<file path="src/rtl/branch_resolve_unit.sv">
// Branch resolve unit: queues D-stage predictions in order, compares the oldest
// entry against the E-stage outcome to drive redirect/flush, emits an M-stage
// predictor update record and keeps prediction-accuracy counters.
module branch_resolve_unit #(
    parameter int unsigned QDEPTH = 4,
    parameter int unsigned CNT_W  = 32
) (
    input  logic             clk,
    input  logic             rst,
    input  logic             branchD,
    input  logic             stallD,
    input  logic             pred_takeD,
    input  logic [31:0]      pcD,
    input  logic [31:0]      targetD,
    input  logic             resolveE,
    input  logic             actual_takeE,
    output logic             mispredE,
    output logic [31:0]      redirect_pcE,
    output logic             flushD,
    output logic             flushE,
    output logic             upd_validM,
    output logic [31:0]      upd_pcM,
    output logic             upd_takenM,
    output logic             q_full,
    output logic             err_overflow,
    output logic             err_underflow,
    output logic [CNT_W-1:0] br_count,
    output logic [CNT_W-1:0] mp_count
);

    localparam int unsigned PW = (QDEPTH > 1) ? $clog2(QDEPTH) : 1;
    localparam logic [PW:0] FullCnt = (PW+1)'(QDEPTH);

    typedef enum logic [0:0] {StNormal, StRecover} state_e;

    state_e state_q, state_d;

    logic [31:0] pc_mem  [QDEPTH];
    logic [31:0] tgt_mem [QDEPTH];
    logic        pred_mem[QDEPTH];

    logic [PW-1:0] wr_ptr_q, wr_ptr_d;
    logic [PW-1:0] rd_ptr_q, rd_ptr_d;
    logic [PW:0]   count_q, count_d;

    logic             upd_valid_q, upd_valid_d;
    logic [31:0]      upd_pc_q, upd_pc_d;
    logic             upd_taken_q, upd_taken_d;
    logic             ovf_q, ovf_d;
    logic             unf_q, unf_d;
    logic [CNT_W-1:0] br_q, br_d;
    logic [CNT_W-1:0] mp_q, mp_d;

    logic empty, full, pop, push_req, push, push_en;
    logic head_pred;
    logic [31:0] head_pc, head_tgt;

    // Head compare and redirect target, resolved in the same cycle as resolveE
    always_comb begin
        empty     = (count_q == '0);
        full      = (count_q == FullCnt);
        head_pc   = pc_mem[rd_ptr_q];
        head_tgt  = tgt_mem[rd_ptr_q];
        head_pred = pred_mem[rd_ptr_q];
        pop       = resolveE & ~empty;
        mispredE  = pop & (actual_takeE != head_pred);
        redirect_pcE = '0;
        if (mispredE) begin
            redirect_pcE = actual_takeE ? head_tgt : head_pc + 32'd4;
        end
        push_req = branchD & ~stallD & push_en & ~mispredE;
        // A pop in the same cycle frees the slot, so push is legal when full
        push     = push_req & (~full | pop);
    end

    // FSM state register
    always_ff @(posedge clk or posedge rst) begin
        if (rst) state_q <= StNormal;
        else     state_q <= state_d;
    end

    // FSM next state: one recovery cycle after every mispredict
    always_comb begin
        state_d = state_q;
        unique case (state_q)
            StNormal:  if (mispredE) state_d = StRecover;
            StRecover: state_d = StNormal;
            default:   state_d = StNormal;
        endcase
    end

    // FSM outputs: D holds a flushed slot during recovery, so no pushes
    always_comb begin
        push_en = (state_q == StNormal);
    end

    // Queue storage; contents are only meaningful below count_q, so no reset
    always_ff @(posedge clk) begin
        if (push) begin
            pc_mem[wr_ptr_q]   <= pcD;
            tgt_mem[wr_ptr_q]  <= targetD;
            pred_mem[wr_ptr_q] <= pred_takeD;
        end
    end

    // Next-state for pointers, count, update record, flags and counters
    always_comb begin
        wr_ptr_d    = wr_ptr_q;
        rd_ptr_d    = rd_ptr_q;
        count_d     = count_q;
        upd_valid_d = pop;
        upd_pc_d    = upd_pc_q;
        upd_taken_d = upd_taken_q;
        ovf_d       = ovf_q | (push_req & full & ~pop);
        unf_d       = unf_q | (resolveE & empty);
        br_d        = br_q;
        mp_d        = mp_q;
        if (mispredE) begin
            // Everything still queued is younger and on the wrong path
            wr_ptr_d = '0;
            rd_ptr_d = '0;
            count_d  = '0;
        end else begin
            if (push) wr_ptr_d = wr_ptr_q + 1'b1;
            if (pop)  rd_ptr_d = rd_ptr_q + 1'b1;
            if (push && !pop)      count_d = count_q + 1'b1;
            else if (pop && !push) count_d = count_q - 1'b1;
        end
        if (pop) begin
            upd_pc_d    = head_pc;
            upd_taken_d = actual_takeE;
            if (br_q != '1) br_d = br_q + 1'b1;
            if (mispredE && mp_q != '1) mp_d = mp_q + 1'b1;
        end
    end

    // Registered state with asynchronous reset
    always_ff @(posedge clk or posedge rst) begin
        if (rst) begin
            wr_ptr_q    <= '0;
            rd_ptr_q    <= '0;
            count_q     <= '0;
            upd_valid_q <= 1'b0;
            upd_pc_q    <= '0;
            upd_taken_q <= 1'b0;
            ovf_q       <= 1'b0;
            unf_q       <= 1'b0;
            br_q        <= '0;
            mp_q        <= '0;
        end else begin
            wr_ptr_q    <= wr_ptr_d;
            rd_ptr_q    <= rd_ptr_d;
            count_q     <= count_d;
            upd_valid_q <= upd_valid_d;
            upd_pc_q    <= upd_pc_d;
            upd_taken_q <= upd_taken_d;
            ovf_q       <= ovf_d;
            unf_q       <= unf_d;
            br_q        <= br_d;
            mp_q        <= mp_d;
        end
    end

    // Output wiring
    always_comb begin
        flushD        = mispredE;
        flushE        = mispredE;
        upd_validM    = upd_valid_q;
        upd_pcM       = upd_pc_q;
        upd_takenM    = upd_taken_q;
        q_full        = full;
        err_overflow  = ovf_q;
        err_underflow = unf_q;
        br_count      = br_q;
        mp_count      = mp_q;
    end

endmodule

</file>
<file path="config.mk">
export PLATFORM = sky130hd
export DESIGN_NAME = branch_resolve_unit
export DESIGN_NICKNAME = d
export VERILOG_FILES = /design/src/rtl/branch_resolve_unit.sv
export SDC_FILE = /design/constraint.sdc
export NUM_CORES = 1
export LEC_CHECK = 0
export ABC_AREA = 1
export BUFFER_PORTS_ARGS = -buffer_cell sky130_fd_sc_hd__clkbuf_2
export CORE_UTILIZATION = 35
export DETAILED_ROUTE_END_ITERATION = 7
export PLACE_DENSITY_LB_ADDON = 0.12
export SKIP_CTS_REPAIR_TIMING = 1
export SYNTH_ARGS = -nofsm -noshare
export SYNTH_HDL_FRONTEND = slang
export SYNTH_SLANG_ARGS = --single-unit
</file>
<file path="constraint.sdc">
create_clock -name clk -period 5 [get_ports clk]
set_input_delay 0.5 -clock clk [delete_from_list [all_inputs] [get_ports clk]]
set_output_delay 0.5 -clock clk [all_outputs]
set_load 0.05 [all_outputs]
</file>
==> results of run 1 <==
## layout by cell type, fill, tap and decap left out, types with 2 or more instances in the layout
cell type  count
nor2_2        10
xor2_1        53
dfrtp_1      106
nor3b_1        2
nor2_1       185
a21oi_1       37
o221a_2        3
buf_12         4
o21ai_0       96
o22ai_1        2
edfxtp_1     260
inv_2          3
nor3_2         3
nand3b_1       4
o21a_1         2
clkinv_1       6
a211oi_1       4
bufinv_16      4
a22oi_1        3
nor2_4         9
nor3_1        27
clkbuf_1       9
clkinv_2       9
nand2_1      582
clkbuf_8       4
a32o_1         3
o31ai_1        2
nand3_1      114
o221ai_1      20
nand2_2        5
ha_1           7
xnor2_1       11
clkbuf_2     206
nor4_1         3
nand4_1       29
buf_4         11
inv_1        101
clkbuf_16     45
## stage by stage
stage / cell area [µm²] / hold slack, ns / util (%)
finish: 20100 / 0.154 / 42.0
global route: 20100 / 0.145 / 42.0
CTS: 20100 / 0.119 / 42.0
detailed placement: 18700 / 0.444 / 39.0
global placement: 18700 / 0.456 / 39.0
floorplan: 17000 / 0.404 / -
## worst max path at each step
stage | start | end | slack [ns] | depth (start not counted)
6_report | rd_ptr_q[0]$_DFFE_PP0P_ | redirect_pcE[12] | 0.36 | 13
5_1_grt | rd_ptr_q[0]$_DFFE_PP0P_ | redirect_pcE[18] | 0.07 | 14
4_1_cts | rd_ptr_q[0]$_DFFE_PP0P_ | redirect_pcE[12] | 0.41 | 13
3_5_place_dp | rd_ptr_q[0]$_DFFE_PP0P_ | redirect_pcE[12] | 1.04 | 13
3_3_place_gp | rd_ptr_q[0]$_DFFE_PP0P_ | redirect_pcE[12] | 1.13 | 13
2_1_floorplan | rd_ptr_q[0]$_DFFE_PP0P_ | pc_mem[0][0]$_DFFE_PP_ | 0.69 | 9
## metal layers
layer	routed length (µm)	GRT usage [%]	share of wire, %	vias to the layer above
li1	-	-	-	6332
met1	21800	26.0	45	6126
met2	22700	32.3	46	354
met3	3110	3.99	6.4	70
met4	1160	6.14	2.4	6
met5	47	0	0.096	-
## power by group
group	internal (mW)	switching, mW
sequential	3.73	0.331
clock	1.91	1.23
combinational	1.06	3.65
total	6.70	5.21
## cells by family (layout without fill, tap and decap cells)
kind of cell	Yosys count	after routing	share of synthesized area (%)
and+or+nand+nor	974	974	23.7
DFF	368	368	61.6
buffers and inverters	179	406	4.71
AOI/OAI and AO/OA	177	177	6.07
xor gates and xnor gates	64	64	3.29
adders and majority gates	8	8	0.631
## state kept, by name (all words and copies together), names as in the netlist
| register | flops |
|---|---|
| tgt_mem | 128 |
| pc_mem | 128 |
| upd_takenM | 1 |
| state_q | 1 |
| upd_validM | 1 |
| br_count | 32 |
| pred_mem | 4 |
| wr_ptr_q | 2 |
| upd_pcM | 32 |
| err_underflow | 1 |
| count_q | 3 |
| mp_count | 32 |
| err_overflow | 1 |
| rd_ptr_q | 2 |
## final cells by class
class / count / share of cell area [%]
Tap cell: 615 / 3.83
Clock inverter: 20 / 0.991
Sequential cell: 368 / 52.4
Timing Repair Buffer: 221 / 5.95
Multi-Input combinational cell: 1223 / 28.7
Inverter: 107 / 2.06
Clock buffer: 58 / 6.05
==> results.cfg, run 1 <==
[worst_setup_path]
timing.rr.start = rd_ptr_q[0]$_DFFE_PP0P_
reg2reg_to = tgt_mem[2][21]$_DFFE_PP_
cp_max_fo = 72
path_cells = inv_8 -> nand2_1 -> nand3_1 -> nand2_1 -> inv_1 -> ha_1 -> inv_1 -> nor2_2 -> nand3_1 -> o21ai_0 -> a21oi_1 -> nor3_1 -> clkbuf_2
critPathTopFamily = simple AND/OR/NAND/NOR gates
ff2ff_path_depth = 10
startpoint_type = flip-flop
cp.required_ns = 4.50
max_stage_delay_ns = 0.76
crit_slowest_cell = dfrtp_4
endpoint_kind = output pin
rrSetupSlack_ns = 1.38
worst-path-buf-inv = 4
crit_arrival_ns = 4.14
critPathKind = reg -> out

[synthesis]
netlist-cell-type-count = 44
avgSynthCellArea_um2 = 9.63
synthTopCellsByCount = nand2_1 (583), edfxtp_1 (260), nor2_1 (189)
synthTopCellsByArea = edfxtp_1 (46%), dfrtp_1 (16%), nand2_1 (13%)
netlist_instances = 1770
ys_seq_elements = 368
yosysWarnings = 0
synth_edf_count = 260
synthArstFlopShare_pct = 29.3
synth-seq-area-share_pct = 61.6
synth_ff_type = edfxtp_1
synthesis.area_um2 = 17000
synth_top_area_share_pct = 45.8
synth_area_leader_cell = edfxtp_1
syn-num-nets = 1849
synth_most_common_cell = nand2_1

[sta]
finalSetupTns_ns = 0
grt_setup_unrepaired = no
setup_viol = 0
slew_headroom_pct = 35.9
min_period_ns = 4.64
max_freq_mhz = 216
fin_worst_skew_ns = 0.0127
worst_pin_slew_ns = 0.962
hold_viol = 0
fin_crit_sh_pct = 92.8
drv_slew = 0
worst_slack_ns = 0.360

[worst_hold_path]
holdCritPathClass = in -> async

[global_routing]
first_global_vias = 12500
grt_pass1_wl_um = 74300
grt_overflow_total = 0
grt_max_degree = 75
grtUsageTotal_pct = 19.6
antenna_found_initial = 3

[drt]
viasPerCell = 4.93
wl_um = 48700
ant_nets = 0
drcViolationCount = 0
drt-initial-drc-count = 966
via_count = 12900
drt_first_pass_iters = 5
wl_per_cell_um = 18.7

[finish]
area.growth.synth_to_final_pct = 17.7
multi_input_area_um2 = 5770
diodes = 0
finish.cell_count_without_fillers = 2612
regArea_um2 = 10500
final_net_count = 2043
fillers = 4704
drive_gt1_share_pct = 16.2

[die]
die_area_um2 = 49600
die_w_um = 223
coreArea_um2 = 47800
std_cell_rows = 80
die_h_um = 223
start_util_pct = 35.6
pin_count = 207

[placed_design]
preCtsSetupSlack_ns = 1.04
place_hpwl_um = 31900
portBuffers = 206
dp_cells = 2534
place_congestion = 0.857

[clock_network]
numCtsBuffers = 43
path_clk_slew_ns = 0.06
cts_root_buffer = clkbuf_16
clockBufferDepth = 3
cts_sinks = 368
insertion_delay_ns = 0.56
cts_tree = yes
h-tree-depth = 2

[power]
p_per_area_nw_per_um2 = 593
ir_drop_v = 0.000422
total_power_mw = 11.9
leakagePower_nw = 8.49

[run]
maxCapViolCount = 0

[run_status]
status = finished clean
Power figures use the tool's default switching activity.
==> run 2: changes to the inputs <==
==> constraint.sdc (replaced) <==
create_clock -name clk -period 4.6 [get_ports clk]
set_input_delay 0.46 -clock clk [delete_from_list [all_inputs] [get_ports clk]]
set_output_delay 0.46 -clock clk [all_outputs]
set_load 0.05 [all_outputs]
==> results.cfg, run 2 (synthesized netlist as in run 1, its figures left out) <==
[run_status]
status = finished clean

[sta]
min_period_ns = 4.23
fin_crit_sh_pct = 91.9
worst_pin_slew_ns = 0.959
max_freq_mhz = 237
slew_headroom_pct = 36.1
setup_viol = 0
hold_viol = 0
fin_worst_skew_ns = 0.0261
finalSetupTns_ns = 0
drv_slew = 0
grt_setup_unrepaired = no

[finish]
area.growth.synth_to_final_pct = 18.2
fillers = 4719
multi_input_area_um2 = 5770
fin_util_pct = 42.1
final_common_cell = nand2_1
regArea_um2 = 10500
drive_gt1_share_pct = 16.5
reg_top3 = pc_mem: 128 flops, tgt_mem: 128 flops
final_net_count = 2047
mostFrequentLayoutCells = nand2_1 (582), edfxtp_1 (260), clkbuf_2 (206), nor2_1 (185), nand3_1 (114)
finish.cell_count_without_fillers = 2618

[die]
pin_count = 207
die_area_um2 = 49600
std_cell_rows = 80
coreArea_um2 = 47800
die_h_um = 223
die_w_um = 223
start_util_pct = 35.6

[worst_setup_path]
critPathKind = reg -> out
crit_arrival_ns = 3.77
cp_max_fo = 67
startpoint_type = flip-flop
endpoint_kind = output pin
ff2ff_path_depth = 11
cp.required_ns = 4.14

[drt]
wl_per_cell_um = 18.9
ant_nets = 0
via_count = 13000
viasPerCell = 4.97
wl_um = 49500
drt_first_pass_iters = 7
drcViolationCount = 0
drt-initial-drc-count = 1046

[clock_network]
cts_root_buffer = clkbuf_16
path_clk_slew_ns = 0.06
h-tree-depth = 2
insertion_delay_ns = 0.58
cts_sinks = 368
cts_tree = yes
clockBufferDepth = 3
numCtsBuffers = 43

[run]
maxCapViolCount = 0

[power]
ir_drop_v = 0.000469
p_per_area_nw_per_um2 = 648
leakagePower_nw = 8.51
total_power_mw = 13.1

[placed_design]
dp_cells = 2538
place_congestion = 0.892
portBuffers = 206
place_hpwl_um = 33000

[worst_hold_path]
worstHoldPathCells = 1
holdCritPathClass = in -> reg

[global_routing]
grtUsageTotal_pct = 19.9
grt_overflow_total = 0
first_global_vias = 12700
grt_max_degree = 72
grt_pass1_wl_um = 75400
antenna_found_initial = 4
[run 2: changes by cell type in the layout (fill, tap and decap cells not counted), sizes merged]
cell      delta
clkinvlp     +2
buf          +4
clkinv       -3
clkbuf       +1
bufinv       +1
diode        +1
[run 2: critical path, stage by stage (launching register included)]
cell and delay, ns:
dfrtp_4 0.57, buf_4 0.56, buf_4 0.68, o21ai_0 0.20
o221ai_1 0.42, nand2_1 0.11, a21oi_1 0.26, clkbuf_2 0.34
[run 2: worst paths after layout]
| check | from | to | slack, ns |
|---|---|---|---|
| max | rd_ptr_q[0]$_DFFE_PP0P_ | redirect_pcE[18] | 0.37 |
| min | targetD[7] | tgt_mem[0][7]$_DFFE_PP_ | 0.1 |
| max reg2reg | rd_ptr_q[0]$_DFFE_PP0P_ | tgt_mem[0][0]$_DFFE_PP_ | 1.08 |
| min reg2reg | state_q$_DFF_PP0_ | state_q$_DFF_PP0_ | 0.47 |
| max in group asynchronous | rst | br_count[19]$_DFFE_PP0P_ | 3.61 |
| min in group asynchronous | rst | mp_count[5]$_DFFE_PP0P_ | 0.12 |
[run 2: power by group]
part	switching [mW]	leakage, nW	internal, mW
Sequential	0.284	3.71	4.06
Clock	1.38	0.702	2.12
Combinational	4.06	4.10	1.16
Total	5.72	8.51	7.34
[run 2: final cells by class]
class	instances	area share (%)
sequential	368	52.2
multi-input combinational	1223	28.6
timing repair buffer	225	6.13
clock buffer	59	5.99
tap	615	3.82
inverter	107	2.05
clock inverter	20	1.20
antenna	1	0.0124
[run 2: metrics by stage]
| stage | hold slack [ns] | worst slack, ns | cell area, µm² |
|---|---|---|---|
| 6_report | 0.0961 | 0.374 | 20200 |
| 5_1_grt | 0.0947 | 0.132 | 20200 |
| 4_1_cts | 0.0674 | 0.226 | 20200 |
| 3_5_place_dp | 0.475 | 0.854 | 18700 |
| 3_3_place_gp | 0.471 | 0.842 | 18700 |
| 2_1_floorplan | 0.404 | 0.292 | 17000 |
[run 2: metal layers]
metal | up-vias | GRT usage [%] | wire, µm
met3 | 83 | 3.81 | 2990
met1 | 6227 | 26.4 | 22000
met2 | 368 | 33.0 | 23400
met5 | - | 0 | 40
met4 | 6 | 6.01 | 1110
li1 | 6340 | - | -
==> run 3: changes to the inputs <==
--- a/config.mk
+++ b/config.mk
@@ -7,7 +7,9 @@
 export LEC_CHECK = 0
 export ABC_AREA = 1
 export BUFFER_PORTS_ARGS = -buffer_cell sky130_fd_sc_hd__clkbuf_2
+export CORE_MARGIN = 2
 export CORE_UTILIZATION = 35
+export CTS_CLUSTER_DIAMETER = 60
 export DETAILED_ROUTE_END_ITERATION = 7
 export PLACE_DENSITY_LB_ADDON = 0.12
 export SKIP_CTS_REPAIR_TIMING = 1
==> results.cfg, run 3 (synthesized netlist as in run 1, its figures left out) <==
[run_status]
status = finished clean

[worst_setup_path]
endpoint_kind = output pin
cp_max_fo = 28
critPathKind = reg -> out
cp.required_ns = 4.14
startpoint_type = flip-flop
crit_arrival_ns = 3.79

[finish]
final_common_cell = nand2_1
reg_top3 = pc_mem: 128 flops, tgt_mem: 128 flops
drive_gt1_share_pct = 16.4
area.growth.synth_to_final_pct = 17.9
fin_util_pct = 41.9
final_area_um2 = 20100
mostFrequentLayoutCells = nand2_1 (582), edfxtp_1 (260), clkbuf_2 (206), nor2_1 (185), nand3_1 (114)
final_net_count = 2047

[drt]
wl_per_cell_um = 19.0
drt-initial-drc-count = 1041
drt_first_pass_iters = 5
via_count = 13000
drcViolationCount = 0
ant_nets = 0
wl_um = 49600
viasPerCell = 4.97

[sta]
fin_crit_sh_pct = 92.3
worst_slack_ns = 0.354
setup_viol = 0
drv_slew = 0
min_period_ns = 4.25
hold_viol = 0
finalSetupTns_ns = 0
slew_headroom_pct = 38.7
hold_ws_ns = 0.0973
max_freq_mhz = 236
worst_pin_slew_ns = 0.920
fin_worst_skew_ns = 0.0251
grt_setup_unrepaired = no

[clock_network]
path_clk_slew_ns = 0.06
insertion_delay_ns = 0.57
h-tree-depth = 2
cts_tree = yes
numCtsBuffers = 44
clockBufferDepth = 3
cts_root_buffer = clkbuf_16
cts_sinks = 368

[global_routing]
grt_use_met3_pct = 3.92
grt_overflow_total = 0
first_global_vias = 12900
grtUsageTotal_pct = 19.8
antenna_found_initial = 4
grt_busiest_layer = met2
grt_use_met1_pct = 26.5
use_met2_pct = 32.1
grt_pass1_wl_um = 75500
grt_max_degree = 75

[die]
coreArea_um2 = 47900
start_util_pct = 35.6
die_w_um = 225
pin_count = 207
die_area_um2 = 50500
die_h_um = 225
std_cell_rows = 80

[power]
ir_drop_v = 0.000428
p_per_area_nw_per_um2 = 644
leakagePower_nw = 8.49

[run]
maxCapViolCount = 0

[placed_design]
place_congestion = 0.879
place_hpwl_um = 32800
dpl-instance-area_um2 = 18700
portBuffers = 206
preCtsSetupSlack_ns = 0.840

[worst_hold_path]
holdCritPathClass = in -> async
[run 3: layout make-up]
type	count	area, µm²
Clock inverter	23	150
Antenna cell	1	2.50
Timing Repair Buffer	224	1220
Multi-Input combinational cell	1223	5770
Tap cell	615	769
Sequential cell	368	10500
Fill cell	4723	27800
Inverter	107	418
Clock buffer	58	1260
[run 3: final timing paths]
check | start | end | slack [ns] | cells after the start
min reg2reg | state_q$_DFF_PP0_ | state_q$_DFF_PP0_ | 0.46 | 1
max | rd_ptr_q[0]$_DFFE_PP0P_ | redirect_pcE[10] | 0.35 | 14
max reg2reg | rd_ptr_q[0]$_DFFE_PP0P_ | mp_count[6]$_DFFE_PP0P_ | 1.27 | 11
min | rst | mp_count[6]$_DFFE_PP0P_ | 0.1 | 2
min in group clk | pcD[23] | pc_mem[0][23]$_DFFE_PP_ | 0.10 | 1
max in group asynchronous | rst | br_count[7]$_DFFE_PP0P_ | 3.34 | 3
[run 3: report_power, final]
part / internal (mW) / switching, mW
combinational: 1.16 / 4.10
clock: 1.94 / 1.40
sequential: 4.06 / 0.278
total: 7.17 / 5.78
[run 3: worst max-delay path: stages (launching register included)]
cell	delay, ns
dfrtp_4	0.60
buf_4	0.39
nand2_1	0.09
nand2_1	0.08
nand2_1	0.07
nand2_2	0.12
ha_1	0.18
inv_1	0.07
nor2_2	0.17
nand2_1	0.13
nor2_1	0.35
nor2_1	0.08
o21a_1	0.18
nor3_2	0.33
clkbuf_2	0.36
[run 3: stage by stage]
step | power [mW] | std cells
after global routing | 13.7 | 2619
after floorplan | 8.12 | 1770
after global placement | 9.65 | 2536
after detailed placement | 9.69 | 2536
after CTS | 13.1 | 2617
final | 12.9 | 2619
[run 3: layer usage]
layer	share of wire [%]	up-vias
li1	-	6354
met3	5.7	74
met4	2.3	6
met2	47	346
met1	45	6239
met5	0.083	-
